### src/rtl/seven_seg_pkg.sv
// Shared definitions for the seven-segment digit scanner: FSM state
// encoding, default digit count and a width helper for counters/indices.
package seven_seg_pkg;

  typedef enum logic {
    BLANK = 1'b0,
    SHOW  = 1'b1
  } scan_state_t;

  localparam int unsigned SEG_DIGITS_DEFAULT = 4;

  // Bits needed to index v distinct values (never less than 1).
  function automatic int unsigned clog2_min1(input int unsigned v);
    int unsigned w;
    w = 1;
    for (int unsigned i = 1; i < 32; i++) begin
      if ((32'd1 << i) < v) w = i + 1;
    end
    return w;
  endfunction

endpackage

### src/rtl/seven_segment_scanner_timer.sv
// seg_scan_timer: loadable down-counter for the scanner FSM.
// Loaded with a phase length L, tc asserts in the L-th cycle of the phase.
// A count of 0 only occurs after reset (idle) and means "not yet loaded".
module seg_scan_timer #(
  parameter int unsigned W = 4
) (
  input  logic         clk,
  input  logic         rst,
  input  logic         load,
  input  logic [W-1:0] load_val,
  output logic         tc,
  output logic         idle
);

  logic [W-1:0] cnt;

  // Count down towards 1; reload whenever the FSM requests it.
  always_ff @(posedge clk or posedge rst) begin
    if (rst) begin
      cnt <= '0;
    end else if (load) begin
      cnt <= load_val;
    end else if (cnt > W'(1)) begin
      cnt <= cnt - W'(1);
    end
  end

  // Terminal-count and unloaded flags.
  always_comb begin
    tc   = (cnt == W'(1));
    idle = (cnt == '0);
  end

endmodule

### src/rtl/seven_segment_scanner.sv
// seven_segment_scanner: time-multiplexes a DIGITS-nibble value onto a single
// shared seven-segment decoder, with dark guard gaps between digits and a
// frame-synchronous double buffer so the display never tears.
// Optional feature: define SEG_SCAN_LZB_EN for leading-zero blanking.
module seven_segment_scanner
  import seven_seg_pkg::*;
#(
  parameter int unsigned DIGITS = SEG_DIGITS_DEFAULT,
  parameter int unsigned DIV    = 1000,
  parameter int unsigned GUARD  = 16
) (
  input  logic                  clk,
  input  logic                  rst,
  input  logic                  load,
  input  logic [4*DIGITS-1:0]   value,
  input  logic [DIGITS-1:0]     dp_in,
  output logic [3:0]            nibble,
  output logic                  dp,
  output logic [DIGITS-1:0]     digit_en,
  output logic                  frame
);

  localparam int unsigned VW      = 4 * DIGITS;
  localparam int unsigned CNT_MAX = (DIV > GUARD) ? DIV : GUARD;
  localparam int unsigned CNT_W   = clog2_min1(CNT_MAX + 1);
  localparam int unsigned IDX_W   = clog2_min1(DIGITS);
  localparam logic [IDX_W-1:0] IDX_LAST = IDX_W'(DIGITS - 1);

  scan_state_t        state, state_nxt;
  logic [IDX_W-1:0]   idx, idx_nxt;
  logic [VW-1:0]      pending_val, pending_val_nxt;
  logic [DIGITS-1:0]  pending_dp, pending_dp_nxt;
  logic [VW-1:0]      active_val, active_val_nxt;
  logic [DIGITS-1:0]  active_dp, active_dp_nxt;

  logic               tmr_load;
  logic [CNT_W-1:0]   tmr_val;
  logic               tc;
  logic               idle;
  logic               advance;
  logic               go_show;
  logic               frame_edge;

  logic               lit_nxt;
  logic [3:0]         nibble_nxt;
  logic               dp_nxt;
  logic [DIGITS-1:0]  digit_en_nxt;

  seg_scan_timer #(
    .W(CNT_W)
  ) u_timer (
    .clk      (clk),
    .rst      (rst),
    .load     (tmr_load),
    .load_val (tmr_val),
    .tc       (tc),
    .idle     (idle)
  );

`ifdef SEG_SCAN_LZB_EN
  // A digit is visible unless it and every more-significant nibble are zero
  // and its own decimal point is off; digit 0 is always visible.
  function automatic logic digit_visible(input logic [VW-1:0]     v,
                                         input logic [DIGITS-1:0] d,
                                         input logic [IDX_W-1:0]  i);
    logic upper_zero;
    upper_zero = 1'b1;
    for (int unsigned k = 0; k < DIGITS; k++) begin
      if (k >= 32'(i) && v[4*k +: 4] != 4'h0) upper_zero = 1'b0;
    end
    return (i == '0) || d[i] || !upper_zero;
  endfunction
`endif

  // State, buffers and registered outputs.
  always_ff @(posedge clk or posedge rst) begin
    if (rst) begin
      state       <= BLANK;
      idx         <= '0;
      pending_val <= '0;
      pending_dp  <= '0;
      active_val  <= '0;
      active_dp   <= '0;
      nibble      <= '0;
      dp          <= 1'b0;
      digit_en    <= '0;
      frame       <= 1'b0;
    end else begin
      state       <= state_nxt;
      idx         <= idx_nxt;
      pending_val <= pending_val_nxt;
      pending_dp  <= pending_dp_nxt;
      active_val  <= active_val_nxt;
      active_dp   <= active_dp_nxt;
      nibble      <= nibble_nxt;
      dp          <= dp_nxt;
      digit_en    <= digit_en_nxt;
      frame       <= frame_edge;
    end
  end

  // Next state, digit index, timer reload and frame-boundary buffer swap.
  // The post-reset BLANK phase starts with an unloaded timer; it is loaded
  // on the first cycle so digit 0 still lights exactly GUARD cycles in.
  always_comb begin
    advance   = (state == SHOW) && tc;
    go_show   = 1'b0;
    state_nxt = state;
    tmr_load  = 1'b0;
    tmr_val   = '0;
    idx_nxt   = idx;
    if (advance) idx_nxt = (idx == IDX_LAST) ? '0 : idx + IDX_W'(1);

    unique case (state)
      BLANK: begin
        if (GUARD == 0 || tc) begin
          go_show = 1'b1;
        end else if (idle) begin
          tmr_load = 1'b1;
          tmr_val  = CNT_W'(GUARD);
        end
      end
      SHOW: begin
        if (advance) begin
          if (GUARD == 0) begin
            go_show = 1'b1;
          end else begin
            state_nxt = BLANK;
            tmr_load  = 1'b1;
            tmr_val   = CNT_W'(GUARD);
          end
        end
      end
    endcase

    if (go_show) begin
      state_nxt = SHOW;
      tmr_load  = 1'b1;
      tmr_val   = CNT_W'(DIV);
    end

    frame_edge      = go_show && (idx_nxt == '0);
    pending_val_nxt = load ? value : pending_val;
    pending_dp_nxt  = load ? dp_in : pending_dp;
    // A load on the frame edge itself bypasses straight into active.
    active_val_nxt  = frame_edge ? pending_val_nxt : active_val;
    active_dp_nxt   = frame_edge ? pending_dp_nxt  : active_dp;
  end

  // Output decode for the upcoming cycle: one-hot enable plus digit data.
  always_comb begin
    lit_nxt = 1'b1;
`ifdef SEG_SCAN_LZB_EN
    lit_nxt = digit_visible(active_val_nxt, active_dp_nxt, idx_nxt);
`endif
    digit_en_nxt = '0;
    nibble_nxt   = '0;
    dp_nxt       = 1'b0;
    if (state_nxt == SHOW && lit_nxt) begin
      digit_en_nxt[idx_nxt] = 1'b1;
      nibble_nxt            = active_val_nxt[{idx_nxt, 2'b00} +: 4];
      dp_nxt                = active_dp_nxt[idx_nxt];
    end
  end

endmodule

### config.mk
export PLATFORM = sky130hd
export DESIGN_NAME = seven_segment_scanner
export DESIGN_NICKNAME = d
export VERILOG_FILES = /design/src/rtl/seven_seg_pkg.sv /design/src/rtl/seven_segment_scanner_timer.sv /design/src/rtl/seven_segment_scanner.sv
export SDC_FILE = /design/constraint.sdc
export NUM_CORES = 1
export LEC_CHECK = 0
export BUFFER_PORTS_ARGS = -buffer_cell sky130_fd_sc_hd__buf_2
export CORE_UTILIZATION = 30
export DETAILED_ROUTE_END_ITERATION = 12
export PLACE_DENSITY = 0.6
export REMOVE_ABC_BUFFERS = 1
export SLEW_MARGIN = 0
export SYNTH_ARGS = -nofsm -noshare
export SYNTH_HDL_FRONTEND = slang
export SYNTH_SLANG_ARGS = --single-unit
### constraint.sdc
create_clock -name clk -period 2.4 [get_ports clk]
set_clock_uncertainty 0.15 [all_clocks]
set_input_delay 0.24 -clock clk [delete_from_list [all_inputs] [get_ports clk]]
set_output_delay 0.24 -clock clk [all_outputs]
set_load 0.03 [all_outputs]
==> out/results.tsv, run 1 <==
stage	metric	value	unit
synthesis	yosysMostFrequentCell	dfrtp_1	
critical_path	cp-end-kind	flip-flop	
drt	wl_per_cell	13.7	um
pwr	power.density	621	nW/um^2
timing	worst_pin_slew	0.517	ns
clocking	clock_tree.root_cell	clkbuf_8	
timing	relSlewSlack	0.655	
timing	finalHoldViolCount	0	
synthesis	async_sr_flop_fraction	1.00	
drt	avgViaCountPerCell	4.44	
die	row_count	35	
job	timing.max_cap.violations	0	
pwr	totalPowerFinal	2.39	mW
global_route	grt.total_usage	0.134	
place	dp_worst_setup_slack	-0.0555	ns
critical_path	worst-r2r-cell-count	9	
outcome	status	completed	
min_path	hold_path_class	in -> reg	
die	floorplan.die_area	9940	um^2
drt	final_antenna_net_count	0	
drt	wirelength	5820	um
synthesis	synthDominantCellAreaShare	0.551	
critical_path	timing.critical_path.max_delay_family	simple AND/OR/NAND/NOR gates	
critical_path	cp.arrival	2.47	ns
critical_path	worstPathCellList	nor4_4 > nand3_2 > nor2_4 > buf_4 > ha_1 > buf_4 > mux2i_1 > o32ai_1 > a221o_1	
pwr	p_leak	1.80	nW
synthesis	yosys.area.top_type	dfrtp_1	
timing	layout_setup_ws	0.000797	ns
critical_path	max_fanout_on_critical_path	7	
drt	route.detailed.drc	0	
synthesis	synth-seq-cells	63	
clocking	clkLatencyLatePin	0.34	ns
synthesis	syn-instance-count	209	
critical_path	worst-path-stages	9	
timing	number_of_pins_with_negative_max_slew_slack_in_the_final_report	0	
global_route	grt_max_degree	42	
synthesis	synth.top_cells.by_count	63 x dfrtp_1, 19 x mux2_4, 13 x mux2_1, 13 x nor2_1, 12 x inv_1	
clocking	cts_buffers	9	
synthesis	synth_top_cells_by_area	dfrtp_1 55%, mux2_4 10%, mux2_1 5.1%	
clocking	clk_pin_slew_worst_paths	0.07	ns
critical_path	crit_path_start_kind	flip-flop	
final_layout	syn_to_final_growth	34.1	%
pwr	peakVddDrop	0.298	mV
drt	first_pass_iters	5	
synthesis	dominantRegCellSynth	dfrtp_1	
synthesis	synth.avg_cell_area	13.7	um^2
die	floorplan.die.width	99.7	um
global_route	global_route.overflow_total	0	
timing	fmax	0.417	GHz
synthesis	synth-seq-area-share	0.551	
final_layout	drive_above_1_share	0.407	
clocking	cts.path.max_buffers	2	
critical_path	crit_buf_inv	2	
final_layout	antenna_cells_inserted	0	
critical_path	critical_path.most_common_cell	buf_4	
die	start_util	0.310	
die	floorplan.core_area	9240	um^2
timing	timing.final.setup_violations	0	
clocking	cts_sinks	63	
synthesis	synthesis.yosys.warnings	0	
die	io-pin-count	33	
critical_path	critical_path.slowest_cell	dfrtp_1	
final_layout	layout.nets	322	
clocking	tritoncts	done	
global_route	grt_first_pass_wirelength	10100	um
global_route	via_count_of_the_first_global_routing_pass	1987	
min_path	hold_path_depth	2	
timing	min_period	2.40	ns
drt	routed-via-count	1893	
synthesis	post_synthesis_instance_area	2860	um^2
timing	setup_repair_after_global_routing_missed_its_margin	yes	
critical_path	cpPeakStageDelay	0.41	ns
clocking	cts_htree_levels	3	
global_route	initial_antenna_violation_count	0	
place	dpl.hpwl	4090	um
place	place_congestion	0.744	
timing	period_share	1.00	
synthesis	synth_enable_flop_cells	0	
die	die_height	99.7	um
critical_path	cp_data_required_time	2.47	ns
synthesis	yosysUniqueCellTypes	37	
place	portBuffers	32	
final_layout	postLayoutCoreUtil	0.415	
drt	drtIter0Drc	70	
critical_path	criticalPathCategory	reg -> reg	
-- what timing repair did --
action / in CTS / in global routing
hold buffers: 12 / 2
setup endpoints to repair: 18 / 32
setup buffers: 2 / 1
endpoints found under the hold margin: 33 / 2
pin swaps: 2 / 2
resized for setup: 3 / 6
-- through the flow --
step / setup TNS, ns / area (um^2) / hold WS [ns] / std cells
floorplan: -5.44 / 2800 / 0.247 / 200
CTS: -0.0174 / 3780 / 0.00113 / 423
global route: -0.649 / 3840 / 0.000141 / 426
detailed placement: -0.246 / 3420 / 0.169 / 394
finish: 0 / 3840 / 0.0136 / 426
global placement: -0.00430 / 3420 / 0.165 / 394
-- path summary, 6_finish.rpt --
path,start,to,slack [ns]
setup / recovery,u_timer.cnt[7],nibble[0],0.0008
hold / removal,value[9],pending_val[9],0.01
setup reg to reg,u_timer.cnt[7],nibble[0],0.0008
hold reg to reg,pending_val[11],pending_val[11],0.33
max in group asynchronous,rst,active_val[6],1.16
min in group asynchronous,rst,pending_val[9],0.34
-- worst reg2reg max path, cell delays in order (launching register included) --
cell	delay [ns]
dfrtp_1	0.41
nor4_4	0.32
nand3_2	0.15
nor2_4	0.15
buf_4	0.12
ha_1	0.20
buf_4	0.19
mux2i_1	0.22
o32ai_1	0.10
a221o_1	0.28
-- layout make-up --
| type | instances | area [um^2] |
|---|---|---|
| Sequential cell | 63 | 1580 |
| Tap cell | 129 | 161 |
| Clock buffer | 11 | 141 |
| Fill cell | 877 | 5400 |
| Timing Repair Buffer | 82 | 624 |
| Inverter | 13 | 48.8 |
| Clock inverter | 4 | 70.1 |
| Multi-Input combinational cell | 124 | 1220 |
-- flip-flops by register name, indices dropped and copies added, names as in the netlist --
register	cells
active_val	16
u_timer.cnt	10
frame	1
state	1
idx	2
active_dp	4
pending_dp	4
pending_val	16
digit_en	4
dp	1
nibble	4
-- cell usage in the layout, fill, tap and decap left out, drive strengths merged, types with 3 or more instances in the layout --
master       count
xnor2            5
nand2b           5
buf             68
nor2            13
xor2             3
clkbuf          11
a221o            5
nor3b            3
a21oi            3
mux2i            6
o21bai           6
mux2            41
nand2            4
o32ai            5
dlygate4sd3     14
ha               6
inv             13
dfrtp           63
-- cell families (layout without fill, tap and decap cells) --
group | count (synthesis) | in the layout | share of synthesized area
xor+xnor | 8 | 8 | 0.0245
simple gates | 35 | 35 | 0.0717
fa+ha+maj | 6 | 6 | 0.0262
buf+inv | 22 | 110 | 0.0385
mux | 47 | 47 | 0.207
compound gates | 28 | 28 | 0.0813
flops | 63 | 63 | 0.551
-- report_power, final --
group | leakage, nW | total, mW | internal [mW] | switching, mW
clock network | 0.109 | 1.00 | 0.604 | 0.397
registers | 0.744 | 1.17 | 1.14 | 0.0331
logic | 0.943 | 0.213 | 0.119 | 0.0944
total | 1.80 | 2.39 | 1.86 | 0.525
-- metal layers --
metal  global-route usage  vias up  part of all wire
met1                0.174      939              0.46
met4               0.0441        0             0.016
li1                     -      906                 -
met3               0.0464       12             0.041
met2                0.210       36              0.48
met5                    0        -                 0
(Power assumes the default switching activity.)
==> inputs of run 2 (changes only) <==
CTS_BUF_LIST = sky130_fd_sc_hd__clkbuf_2   (was unset)
HOLD_SLACK_MARGIN = 0.1   (was unset)
==> out/results.tsv, run 2 (synthesized netlist as in run 1, its figures left out) <==
stage	metric	value	unit
die	floorplan.die_area	9940	um^2
final_layout	multi_input_area	1220	um^2
die	die_height	99.7	um
critical_path	crit_path_start_kind	flip-flop	
clocking	clk_pin_slew_worst_paths	0.17	ns
place	dpl.hpwl	4090	um
critical_path	cp_data_required_time	2.62	ns
timing	finalHoldViolCount	0	
min_path	hold_path_class	in -> reg	
critical_path	crit_buf_inv	1	
final_layout	drive_above_1_share	0.405	
drt	route.detailed.drc	0	
job	timing.max_cap.violations	0	
timing	period_share	0.987	
final_layout	leading_cell_type_in_the_layout_fill_and_taps_excluded	dfrtp_1	
global_route	initial_antenna_violation_count	0	
clocking	cts.path.max_buffers	2	
global_route	via_count_of_the_first_global_routing_pass	2018	
outcome	status	completed	
final_layout	nFillCells	880	
clocking	cts_htree_levels	3	
die	io-pin-count	33	
global_route	grt.total_usage	0.134	
clocking	clkLatencyLatePin	0.48	ns
final_layout	area.sequential	1580	um^2
timing	worst_pin_slew	0.525	ns
timing	number_of_pins_with_negative_max_slew_slack_in_the_final_report	0	
die	row_count	35	
critical_path	critical_path.slowest_cell	dfrtp_1	
final_layout	postLayoutCoreUtil	0.419	
clocking	cts_sinks	63	
global_route	grt_first_pass_wirelength	10100	um
critical_path	cpPeakStageDelay	0.46	ns
timing	setup_repair_after_global_routing_missed_its_margin	yes	
timing	min_period	2.37	ns
critical_path	worstPathCellList	nor4_4 > nand3_2 > nor2_4 > ha_4 > nand2b_1 > o32a_4 > nand2b_4 > clkbuf_16 > mux2_4	
critical_path	criticalPathCategory	reg -> reg	
critical_path	cp-end-kind	flip-flop	
clocking	cts_buffers	9	
pwr	totalPowerFinal	2.10	mW
timing	timing.final.setup_violations	0	
final_layout	layout.nets	331	
drt	wl_per_cell	13.5	um
die	floorplan.die.width	99.7	um
drt	final_antenna_net_count	0	
final_layout	antenna_cells_inserted	0	
final_layout	reg.largest.list	active_val: 16 flops, pending_val: 16 flops, u_timer.cnt: 10 flops	
final_layout	syn_to_final_growth	35.4	%
pwr	peakVddDrop	0.280	mV
drt	wirelength	5860	um
die	start_util	0.310	
drt	avgViaCountPerCell	4.42	
pwr	p_leak	1.83	nW
place	portBuffers	32	
timing	relSlewSlack	0.650	
clocking	clock_tree.root_cell	clkbuf_2	
drt	first_pass_iters	4	
timing	fmax	0.422	GHz
global_route	grt_max_degree	42	
die	floorplan.core_area	9240	um^2
drt	routed-via-count	1924	
critical_path	cp.arrival	2.59	ns
drt	drtIter0Drc	59	
critical_path	timing.critical_path.max_delay_family	simple AND/OR/NAND/NOR gates	
clocking	tritoncts	done	
final_layout	layout.cells.most_common_list	63 x dfrtp_1, 32 x buf_2, 31 x buf_4, 21 x dlygate4sd3_1, 20 x mux2_4	
global_route	global_route.overflow_total	0	
place	place_congestion	0.744	
critical_path	max_fanout_on_critical_path	6	
pwr	power.density	543	nW/um^2
[run 2: cell types whose count changed in the layout (fill, tap and decap cells not counted), sizes merged]
cell,previous run,this run
clkinv,2,3
clkbuf,11,12
dlygate4sd3,14,21
[run 2: what timing repair did]
item | 4_1_cts | 5_1_grt
resized for setup | 3 | 7
hold endpoints to repair | 103 | 0
buffers inserted | 2 | 1
hold buffers | 21 | 0
pin swaps | 2 | 2
endpoints found under the setup margin | 18 | 30
cloned | 0 | 2
[run 2: report_power, final]
part	internal, mW	leakage (nW)	switching, mW	total (mW)
combinational	0.128	1.01	0.0962	0.224
sequential	1.14	0.744	0.0333	1.17
clock	0.338	0.0792	0.374	0.711
[run 2: stage by stage]
step                 TNS, ns  std cells  worst slack, ns  instance area (um^2)  hold slack, ns
floorplan              -5.44        200           -0.277                  2800           0.247
global placement    -0.00430        394         -0.00281                  3420           0.165
detailed placement    -0.246        394          -0.0555                  3420           0.169
CTS                  -0.0560        432          -0.0246                  3780           0.125
global route           -1.00        435           -0.108                  3870           0.114
finish                     0        435           0.0308                  3870           0.141
[run 2: worst paths after layout]
kind / endpoint / slack, ns / start / cells past startpoint
max in group asynchronous: pending_dp[1] / 1.31 / rst / 4
min in group asynchronous: digit_en[3] / 0.17 / rst / 3
setup / recovery: active_dp[0] / 0.03 / u_timer.cnt[6] / 9
hold reg to reg: pending_val[11] / 0.36 / pending_val[11] / 1
hold / removal: pending_val[10] / 0.14 / load / 2
setup reg to reg: active_dp[0] / 0.03 / u_timer.cnt[6] / 9
[run 2: routing by layer]
| layer | track usage | vias up | wire [um] |
|---|---|---|---|
| met1 | 0.175 | 952 | 2830 |
| met5 | 0 | - | 0 |
| met2 | 0.207 | 34 | 2740 |
| met4 | 0.0407 | 0 | 78 |
| met3 | 0.0464 | 9 | 214 |
| li1 | - | 929 | - |
[run 2: cell type report]
class,count,share of cell area
Multi-Input combinational cell,124,0.315
Clock buffer,10,0.0129
Timing Repair Buffer,91,0.192
Tap cell,129,0.0417
Sequential cell,63,0.407
Clock inverter,5,0.0191
Inverter,13,0.0126
==> inputs of run 3 (changes only) <==
PLACE_DENSITY = 0.5   (was 0.6)
==> out/results.tsv, run 3 (synthesized netlist as in run 1, its figures left out) <==
stage	metric	value	unit
die	floorplan.core_area	9240	um^2
critical_path	rr_endpoint	active_dp[3]	
drt	avgViaCountPerCell	4.35	
drt	routed-via-count	1927	
die	floorplan.die_area	9940	um^2
pwr	power.density	525	nW/um^2
critical_path	cpPeakStageDelay	0.42	ns
final_layout	layout.cell_area.non_filler	3870	um^2
critical_path	critical_path.slowest_cell	dfrtp_1	
global_route	grt_first_pass_wirelength	10100	um
timing	relSlewSlack	0.703	
final_layout	layout.cells.most_common_list	63 x dfrtp_1, 37 x buf_4, 32 x buf_2, 25 x dlygate4sd3_1, 19 x mux2_4	
outcome	failed_checks	negative setup slack	
clocking	cts_buffers	9	
final_layout	reg.largest.list	active_val: 16 flops, pending_val: 16 flops, u_timer.cnt: 10 flops	
pwr	p_leak	1.82	nW
die	floorplan.die.width	99.7	um
drt	wl_per_cell	13.2	um
global_route	grt.total_usage	0.134	
timing	holdWs	0.358	ns
drt	route.detailed.drc	0	
critical_path	worst-path-stages	9	
timing	timing.final.setup_violations	11	
outcome	status	complete, but fails checks	
timing	period_share	1.01	
min_path	hold_path_class	reg -> reg	
drt	drtIter0Drc	47	
timing	tns	-0.136	ns
die	start_util	0.310	
clocking	clkLatencyLatePin	0.48	ns
die	row_count	35	
clocking	clk_pin_slew_worst_paths	0.17	ns
global_route	global_route.overflow_total	0	
pwr	totalPowerFinal	2.03	mW
pwr	peakVddDrop	0.270	mV
global_route	initial_antenna_violation_count	0	
critical_path	criticalPathCategory	reg -> reg	
die	die_height	99.7	um
final_layout	layout.nets	338	
die	io-pin-count	33	
critical_path	max_fanout_on_critical_path	10	
final_layout	leading_cell_type_in_the_layout_fill_and_taps_excluded	dfrtp_1	
critical_path	worst-r2r-cell-count	9	
critical_path	timing.critical_path.max_delay_family	simple AND/OR/NAND/NOR gates	
clocking	cts_htree_levels	3	
place	dpl.hpwl	4080	um
place	portBuffers	32	
clocking	cts_sinks	63	
critical_path	cp.arrival	2.64	ns
final_layout	drive_above_1_share	0.414	
drt	first_pass_iters	4	
drt	final_antenna_net_count	0	
final_layout	antenna_cells_inserted	0	
final_layout	syn_to_final_growth	35.1	%
global_route	grt_max_degree	24	
clocking	tritoncts	done	
clocking	clock_tree.root_cell	clkbuf_2	
critical_path	crit_path_start_kind	flip-flop	
critical_path	worstPathCellList	nor4_2 > nand3_1 > nor2_2 > ha_4 > nand2b_1 > o32a_4 > nand2b_4 > buf_12 > mux2_4	
timing	fmax	0.413	GHz
place	place_congestion	0.823	
final_layout	postLayoutCoreUtil	0.419	
timing	finalHoldViolCount	0	
global_route	via_count_of_the_first_global_routing_pass	2046	
clocking	cts.path.max_buffers	2	
critical_path	reg2reg_slack	-0.02	ns
critical_path	cp_data_required_time	2.62	ns
job	timing.max_cap.violations	0	
critical_path	cp-end-kind	flip-flop	
timing	layout_setup_ws	-0.0242	ns
critical_path	crit_buf_inv	1	
timing	worst_pin_slew	0.446	ns
critical_path	crit_end	active_dp[3]	
timing	min_period	2.42	ns
place	cell_area_after_placement	3400	um^2
timing	number_of_pins_with_negative_max_slew_slack_in_the_final_report	0	
critical_path	start_point_of_the_critical_path	u_timer.cnt[7]	
timing	setup_repair_after_global_routing_missed_its_margin	yes	
final_layout	nFillCells	900	
critical_path	regToRegStartpoint	u_timer.cnt[7]	
drt	wirelength	5850	um
-- run 3: how the worst min path moves through the flow --
stage	start	end	cells after the start
finish	pending_val[9]	pending_val[9]	1
global route	value[14]	pending_val[14]	3
CTS	rst	nibble[2]	3
detailed placement	rst	pending_val[13]	2
global placement	rst	pending_val[13]	2
floorplan	dp_in[1]	pending_dp[1]	1
-- run 3: report_power, final --
| part | internal (mW) | switching (mW) |
|---|---|---|
| combinational | 0.132 | 0.0959 |
| sequential | 1.14 | 0.0317 |
| clock | 0.241 | 0.393 |
| total | 1.51 | 0.521 |
-- run 3: cell type report --
class | count | area, um^2 | share of cell area
clock buffer | 10 | 50.0 | 0.0129
tap | 129 | 161 | 0.0417
multi-input combinational | 124 | 1220 | 0.315
sequential | 63 | 1580 | 0.408
timing repair buffer | 98 | 751 | 0.194
clock inverter | 6 | 61.3 | 0.0158
inverter | 13 | 48.8 | 0.0126
-- run 3: routing by layer --
| metal | global-route usage | vias up | share of wire |
|---|---|---|---|
| li1 | - | 947 | - |
| met1 | 0.179 | 938 | 0.49 |
| met2 | 0.203 | 32 | 0.45 |
| met3 | 0.0415 | 10 | 0.038 |
| met4 | 0.0486 | 0 | 0.015 |
| met5 | 0 | - | 0 |
-- run 3: what timing repair did --
item | in CTS | in global routing
setup buffers | 5 | 4
hold buffers | 23 | 2
hold endpoints to repair | 103 | 11
endpoints found under the setup margin | 25 | 25
gates cloned | 0 | 0
gates resized for setup | 7 | 4
pin swaps | 1 | 1
-- run 3: per-stage QoR --
stage / setup slack [ns] / instances
after floorplan: -0.277 / 200
after global placement: -0.119 / 394
after detailed placement: -0.174 / 394
after CTS: -0.0332 / 438
after global routing: -0.115 / 443
final: -0.0242 / 443
